[src/rtl/temp_moving_average.sv]
// Sliding-window moving average over 2^LOG2_N unsigned samples, running sum plus circular buffer.
// Optional macro AVG_PRIME_EN: the first sample after reset fills the whole window.
module temp_moving_average #(
  parameter int DATA_W = 16,
  parameter int LOG2_N = 3
) (
  input  logic              clk,
  input  logic              reset,
  input  logic [DATA_W-1:0] sample_in,
  input  logic              sample_valid,
  output logic [DATA_W-1:0] temp_average,
  output logic              avg_valid,
  output logic              window_full
);
  localparam int N     = 1 << LOG2_N;
  localparam int SUM_W = DATA_W + LOG2_N;

  typedef enum logic {FILL, RUN} state_t;
  state_t state, state_next;

  logic [DATA_W-1:0] sample_buf [N];
  logic [SUM_W-1:0]  sum, sum_next;
  logic [LOG2_N-1:0] wr_ptr, count;
  logic              prime;

  // The evicted slot is read before it is overwritten on the same edge.
  assign sum_next = sum + SUM_W'(sample_in) - SUM_W'(sample_buf[wr_ptr]);

`ifdef AVG_PRIME_EN
  assign prime = sample_valid && (state == FILL) && (count == '0);
`else
  assign prime = 1'b0;
`endif

  always_comb begin
    state_next = state;
    if (sample_valid && (state == FILL) && (prime || (count == LOG2_N'(N - 1))))
      state_next = RUN;
  end

  always_ff @(posedge clk) begin
    if (reset) state <= FILL;
    else       state <= state_next;
  end

  assign window_full = (state == RUN);

  always_ff @(posedge clk) begin
    if (reset) begin
      for (int i = 0; i < N; i++) sample_buf[i] <= '0;
      sum          <= '0;
      wr_ptr       <= '0;
      count        <= '0;
      temp_average <= '0;
      avg_valid    <= 1'b0;
    end else begin
      avg_valid <= sample_valid;
      if (prime) begin
        for (int i = 0; i < N; i++) sample_buf[i] <= sample_in;
        sum          <= {sample_in, {LOG2_N{1'b0}}};
        wr_ptr       <= LOG2_N'(1);
        temp_average <= sample_in;
      end else if (sample_valid) begin
        sample_buf[wr_ptr] <= sample_in;
        sum                <= sum_next;
        wr_ptr             <= wr_ptr + LOG2_N'(1);
        temp_average       <= sum_next[SUM_W-1:LOG2_N];
        if ((state == FILL) && (state_next == FILL))
          count <= count + LOG2_N'(1);
      end
    end
  end
endmodule

[config.mk]
export PLATFORM = sky130hd
export DESIGN_NAME = temp_moving_average
export DESIGN_NICKNAME = d
export VERILOG_FILES = /design/src/rtl/temp_moving_average.sv
export SDC_FILE = /design/constraint.sdc
export NUM_CORES = 1
export LEC_CHECK = 0
export ABC_AREA = 1
export CAP_MARGIN = 20
export CORE_UTILIZATION = 35
export DETAILED_ROUTE_END_ITERATION = 10
export PLACE_DENSITY_LB_ADDON = 0.2
export SLEW_MARGIN = 20
export SYNTH_ARGS = -nofsm -noshare
export SYNTH_HDL_FRONTEND = slang
export SYNTH_SLANG_ARGS = --single-unit
[constraint.sdc]
create_clock -name clk -period 8.3 [get_ports clk]
set_clock_uncertainty 0.2 [all_clocks]
set_input_delay 1.66 -clock clk [delete_from_list [all_inputs] [get_ports clk]]
set_output_delay 1.66 -clock clk [all_outputs]
set_load 0.02 [all_outputs]
* Word-level counts from Yosys, hierarchy flattened
Memories as Yosys holds them, arrays and structs flattened. A register that Yosys moved wholly into a read port is not among the register bits. Cells that the tools add are included.
Operators by class: add/sub/neg operators 4, eq/ne operators 1, mux-type cells 11, bitwise logic cells 2, reductions and logical operators 5
Operators with widths (count):
- adder 19 x 16 -> 19 bit | 1
- subtractor 19 x 16 -> 19 bit | 1
- 2-to-1 mux 16 bit | 1
- OR reduction 16 bit | 1
- 2-to-1 mux 3 bit | 3
- 2-to-1 mux 1 bit | 7
- adder 3 x 1 -> 3 bit (second input constant) | 2
- equality test 3 bit (second input constant) | 1
- logical AND 1 bit | 3
- inverter 1 bit | 2
- AND reduction 2 bit | 1
Storage, ports and cells: bits in registers 43, bits in writable memories 128, memories 1
Memories:
- sample_buf | words 8, width 16, rd ports 1, clocked after Yosys merged registers in 1, wr ports 8, RTL line 21 | logic [DATA_W-1:0] sample_buf [N];

* Logic depth before layout (Yosys ltp)
word-level depth 7, gate-level depth with buffers 20, depth with buffers taken out 19

* Worst setup path before layout
No wires, ideal clock.
path kind input port to flip-flop, start point input sample_in[1], end point register sum[12], library setup time 0.109 ns, data arrival time 3.594 ns, required time 7.991 ns, slack 4.397 ns, stages 14, path buffers 0, cells stage by stage clkinv_1 -> fa_1 -> inv_1 -> fa_1 -> nand3_1 -> nand3_1 -> nand2_1 -> nand2_1 -> nand2_1 -> nand2_1 -> nand2_1 -> nand3_1 -> nand2_1 -> inv_1
Between the ends: cells in the longest elaborated chain, start to end 2
Ends and longest elaborated chain:
- start, declared | RTL line 9 | input logic [DATA_W-1:0] sample_in,
- adder 19 x 16 -> 19 bit | RTL line 27 | assign sum_next = sum + SUM_W'(sample_in) - SUM_W'(sample_buf[wr_ptr]);
- subtractor 19 x 16 -> 19 bit | RTL line 27
- end signal, assigned | RTL line 60 | sum <= {sample_in, {LOG2_N{1'b0}}};
- end signal, assigned | RTL line 65 | sum <= sum_next;
- end, declared | RTL line 22 | logic [SUM_W-1:0] sum, sum_next;
Every way passes these cells. A chain may end at the register's enable or synchronous reset.

* Worst setup path in the final report
start point input sample_in[2], end point register sum[11]
The elaborated chain is that of the path after synthesis.

==> out/results.md <==
Placed design
• **final weighted congestion in routability-driven placement** 0.815
• **sum of net half-perimeters after detailed placement** 13.7 mm
• **number of port buffers** 36

Timing
• **min Tclk post-route** 4.35 ns
• **total negative slack for setup checks** 0 ns
• **pin slew with the least headroom to its limit** 1.02 ns
• **Slew headroom** 32.1%
• **setup repair after global routing missed its margin** no
• **share of the clock period used by the worst path** 52.4%
• **total count of hold-check failures in the final report** 0
• **maximum clock frequency** 0.230 GHz
• **count of final max-slew check failures** 0
• **Setup-failing EPs final** 0

Power and ir drop
• **Static Leakage** 0.00409 uW
• **part of the power in the clock network** 28.1%
• **switching power share of the total** 37.7%
• **combinational power share** 36.8%
• **total internal power** 1690 uW
• **reported net switching power** 1020 uW
• **total power density per cell area** 287 mW/mm^2
• **Worst VDD drop** 0.134 mV
• **share of power burned in registers** 35.1%

Synthesis
• **synth unique cells** 30
• **Mapped Area** 0.00846 sq mm
• **area share of the leading cell type in the synthesized netlist** 45.4%
• **most repeated cell in the gate-level netlist after synthesis** sky130_fd_sc_hd__nor2_1
• **Post-Synthesis Cells** 940
• **leading cell types by total area after synthesis** sky130_fd_sc_hd__edfxtp_1 45%, sky130_fd_sc_hd__nor2_1 12%, sky130_fd_sc_hd__dfxtp_1 7.1%, sky130_fd_sc_hd__o21ai_0 5.0%, sky130_fd_sc_hd__nand2_1 4.3%
• **primary flip-flop cell chosen by synthesis mapping** sky130_fd_sc_hd__edfxtp_1
• **net count after synthesis** 997
• **synth warn** 0
• **share of flip-flops with an asynchronous set or reset after synthesis** 0%
• **sequential fraction of the synthesis area** 52.5%
• **most frequent cells after synthesis** 265 x sky130_fd_sc_hd__nor2_1, 128 x sky130_fd_sc_hd__edfxtp_1, 98 x sky130_fd_sc_hd__nand2_1, 97 x sky130_fd_sc_hd__inv_1, 85 x sky130_fd_sc_hd__o21ai_0
• **leading area contributor after synthesis** sky130_fd_sc_hd__edfxtp_1
• **post-synthesis average cell area** 9.00 sq um
• **number of enable-type register cells in the synthesized netlist** 128
• **register bit count reported by yosys** 158

Worst setup path
• **Data required, critical path** 8.42 ns
• **length in cells of the worst reg-to-reg path** 20
• **CP most frequent cell** sky130_fd_sc_hd__nand2_1
• **register-to-register setup slack** 4.11 ns
• **crit-path max FO** 9
• **kind of end point of the critical path** flop
• **classification of the worst setup path** input port to flop
• **delay contributed by the slowest stage of the critical path** 0.64 ns
• **worst path cell trace** clkdlybuf4s50_1, clkinv_1, fa_1, inv_1, ha_1, nand2_1, nand3_1, nand2_1, nand2_1, nand2_1, nand2_1, nand2_1, nand3_1, nand2_1, inv_1
• **type of element launching the critical path** input port
• **signal arrival time at the worst endpoint** 4.47 ns
• **reg2reg end** sum[16]
• **critical-path cell with the highest stage delay** sky130_fd_sc_hd__fa_1

Drt
• **routed vias** 6,108
• **Residual DRC** 0
• **total detailed-routing wirelength** 20.6 mm
• **number of DRC markers after the initial detailed-route iteration** 397
• **detailed-router iteration count before antenna repair** 5
• **detailed-route wire length per cell** 16.1 um
• **via/cell ratio** 4.78
• **Antenna Nets Post-Route** 0

Clocking
• **count of instances resized after the clock tree is built** 0
• **clock tree root buffer cell** sky130_fd_sc_hd__clkbuf_16
• **H-tree level count** 4
• **CTS Hold Bufs** 0
• **buffer levels on the longest clock path** 2
• **Clk Latency, worst-skew pair** 0.43 ns
• **# clock sinks** 158
• **CTS buffer count** 17
• **total setup buffers inserted after CTS** 0
• **Clock transition at path regs** 0.06 ns
• **TritonCTS clock tree** yes

Floorplan
• **Core Area** 0.0236 sq mm
• **die extent in y** 157 um
• **initial core utilization** 35.8%
• **count of pins on the block boundary** 37
• **Die Area** 0.0248 sq mm
• **row cnt** 56
• **die width** 157 um

Cells and area
• **ratio of cells with drive above 1 in the final layout** 6.26%
• **Layout area overhead** 11.8%
• **post-layout net count** 1,003
• **antenna cell count** 0
• **core occupancy in the finished layout** 40.1%

Hold path
• **Hold Crit Depth** 2
• **Worst Hold Class** flop to flop
• **terminating pin of the worst hold path** sum[0]
• **hold_sp** sum[0]

Global routing
• **global-route congestion overflow total** 0
• **initial antenna violation count** 0
• **largest net degree at the start of global routing** 65
• **first-pass GRT wire length** 32.5 mm
• **all-layer global routing usage** 17.7%
• **number of global-route vias before repair** 5,897

Run status
• **run status** finished, final reports clean

Job
• **number of max-cap violations** 0

==> worst max-delay path: cells and delay by family <==
kind          cells  cell delay (ns)
buf+inv           4             0.86
fa+ha+maj         2             1.01
simple gates      9             0.92
==> cell usage in the layout, fill, tap and decap left out, drive strengths merged, types with 9 or more instances in the layout <==
master         synthesis  layout
a21oi                 37      37
xor2                   9       9
nand3                 26      26
clkbuf                14      17
dfxtp                 30      30
edfxtp               128     128
inv                  101     108
clkinv                14      20
o21ai                 86      86
nand2                106     106
nor2                 273     273
o22ai                 16      16
a31oi                 15      15
ha                    22      22
fa                    16      16
clkdlybuf4s50          0      36
==> routing by layer <==
| layer | track usage [%] | vias up | part of all wire, % |
|---|---|---|---|
| met5 | 0 | - | 0 |
| met1 | 23.3 | 2873 | 46 |
| met2 | 29.0 | 138 | 48 |
| met4 | 7.44 | 0 | 2.5 |
| li1 | - | 3065 | - |
| met3 | 2.64 | 32 | 3.5 |
==> cell families after synthesis <==
group	count (synthesis)	synth area share, %
AND/OR/NAND/NOR	410	20.2
buffers and inverters	169	9.36
flip-flops	158	52.5
AO/OA/AOI/OAI	155	9.81
adder cells (fa/ha/maj)	38	7.04
XOR/XNOR	10	1.04
==> worst max path at each step <==
stage	startpoint	depth (start not counted)	slack [ns]	to
6_report	sample_in[2]	15	3.95	sum[11]
5_1_grt	sample_in[2]	15	3.71	sum[11]
4_1_cts	reset	3	3.92	sample_buf[3][7]
3_5_place_dp	reset	3	3.46	sample_buf[3][10]
3_3_place_gp	reset	3	3.47	sample_buf[3][10]
2_1_floorplan	sample_in[1]	14	4.40	sum[12]
==> cell type report <==
class	instances	area, sq um
Timing Repair Buffer	41	398
Multi-Input combinational cell	613	3220
Inverter	115	437
Sequential cell	158	4450
Clock inverter	15	134
Clock buffer	17	425
Tap cell	319	399
Fill cell	2400	14200
==> through the flow <==
stage	total power (uW)	instance area [sq um]	setup WS, ns	hold slack [ns]	instances
after global placement	1970	8900	3.47	0.259	1246
after floorplan	1730	8460	4.40	0.239	940
after CTS	2730	9460	3.92	0.270	1278
after detailed placement	1970	8900	3.46	0.261	1246
final	2710	9460	3.95	0.268	1278
after global routing	2900	9460	3.71	0.295	1278
==> power by group through the flow <==
stage | Combinational, uW | Sequential, uW | Clock, uW
detailed placement | 996 | 971 | 0
global placement | 995 | 970 | 0
floorplan | 772 | 958 | 0
CTS | 1000 | 954 | 773
global route | 1140 | 961 | 804
finish | 1000 | 953 | 762
==> registers in the layout, summed over array words and instances, names as in the netlist, named ones only <==
signal	count
wr_ptr	3
window_full	1
count	3
avg_valid	1
sample_buf	128
sum	19
No activity file was read; power rests on OpenSTA's default activity.
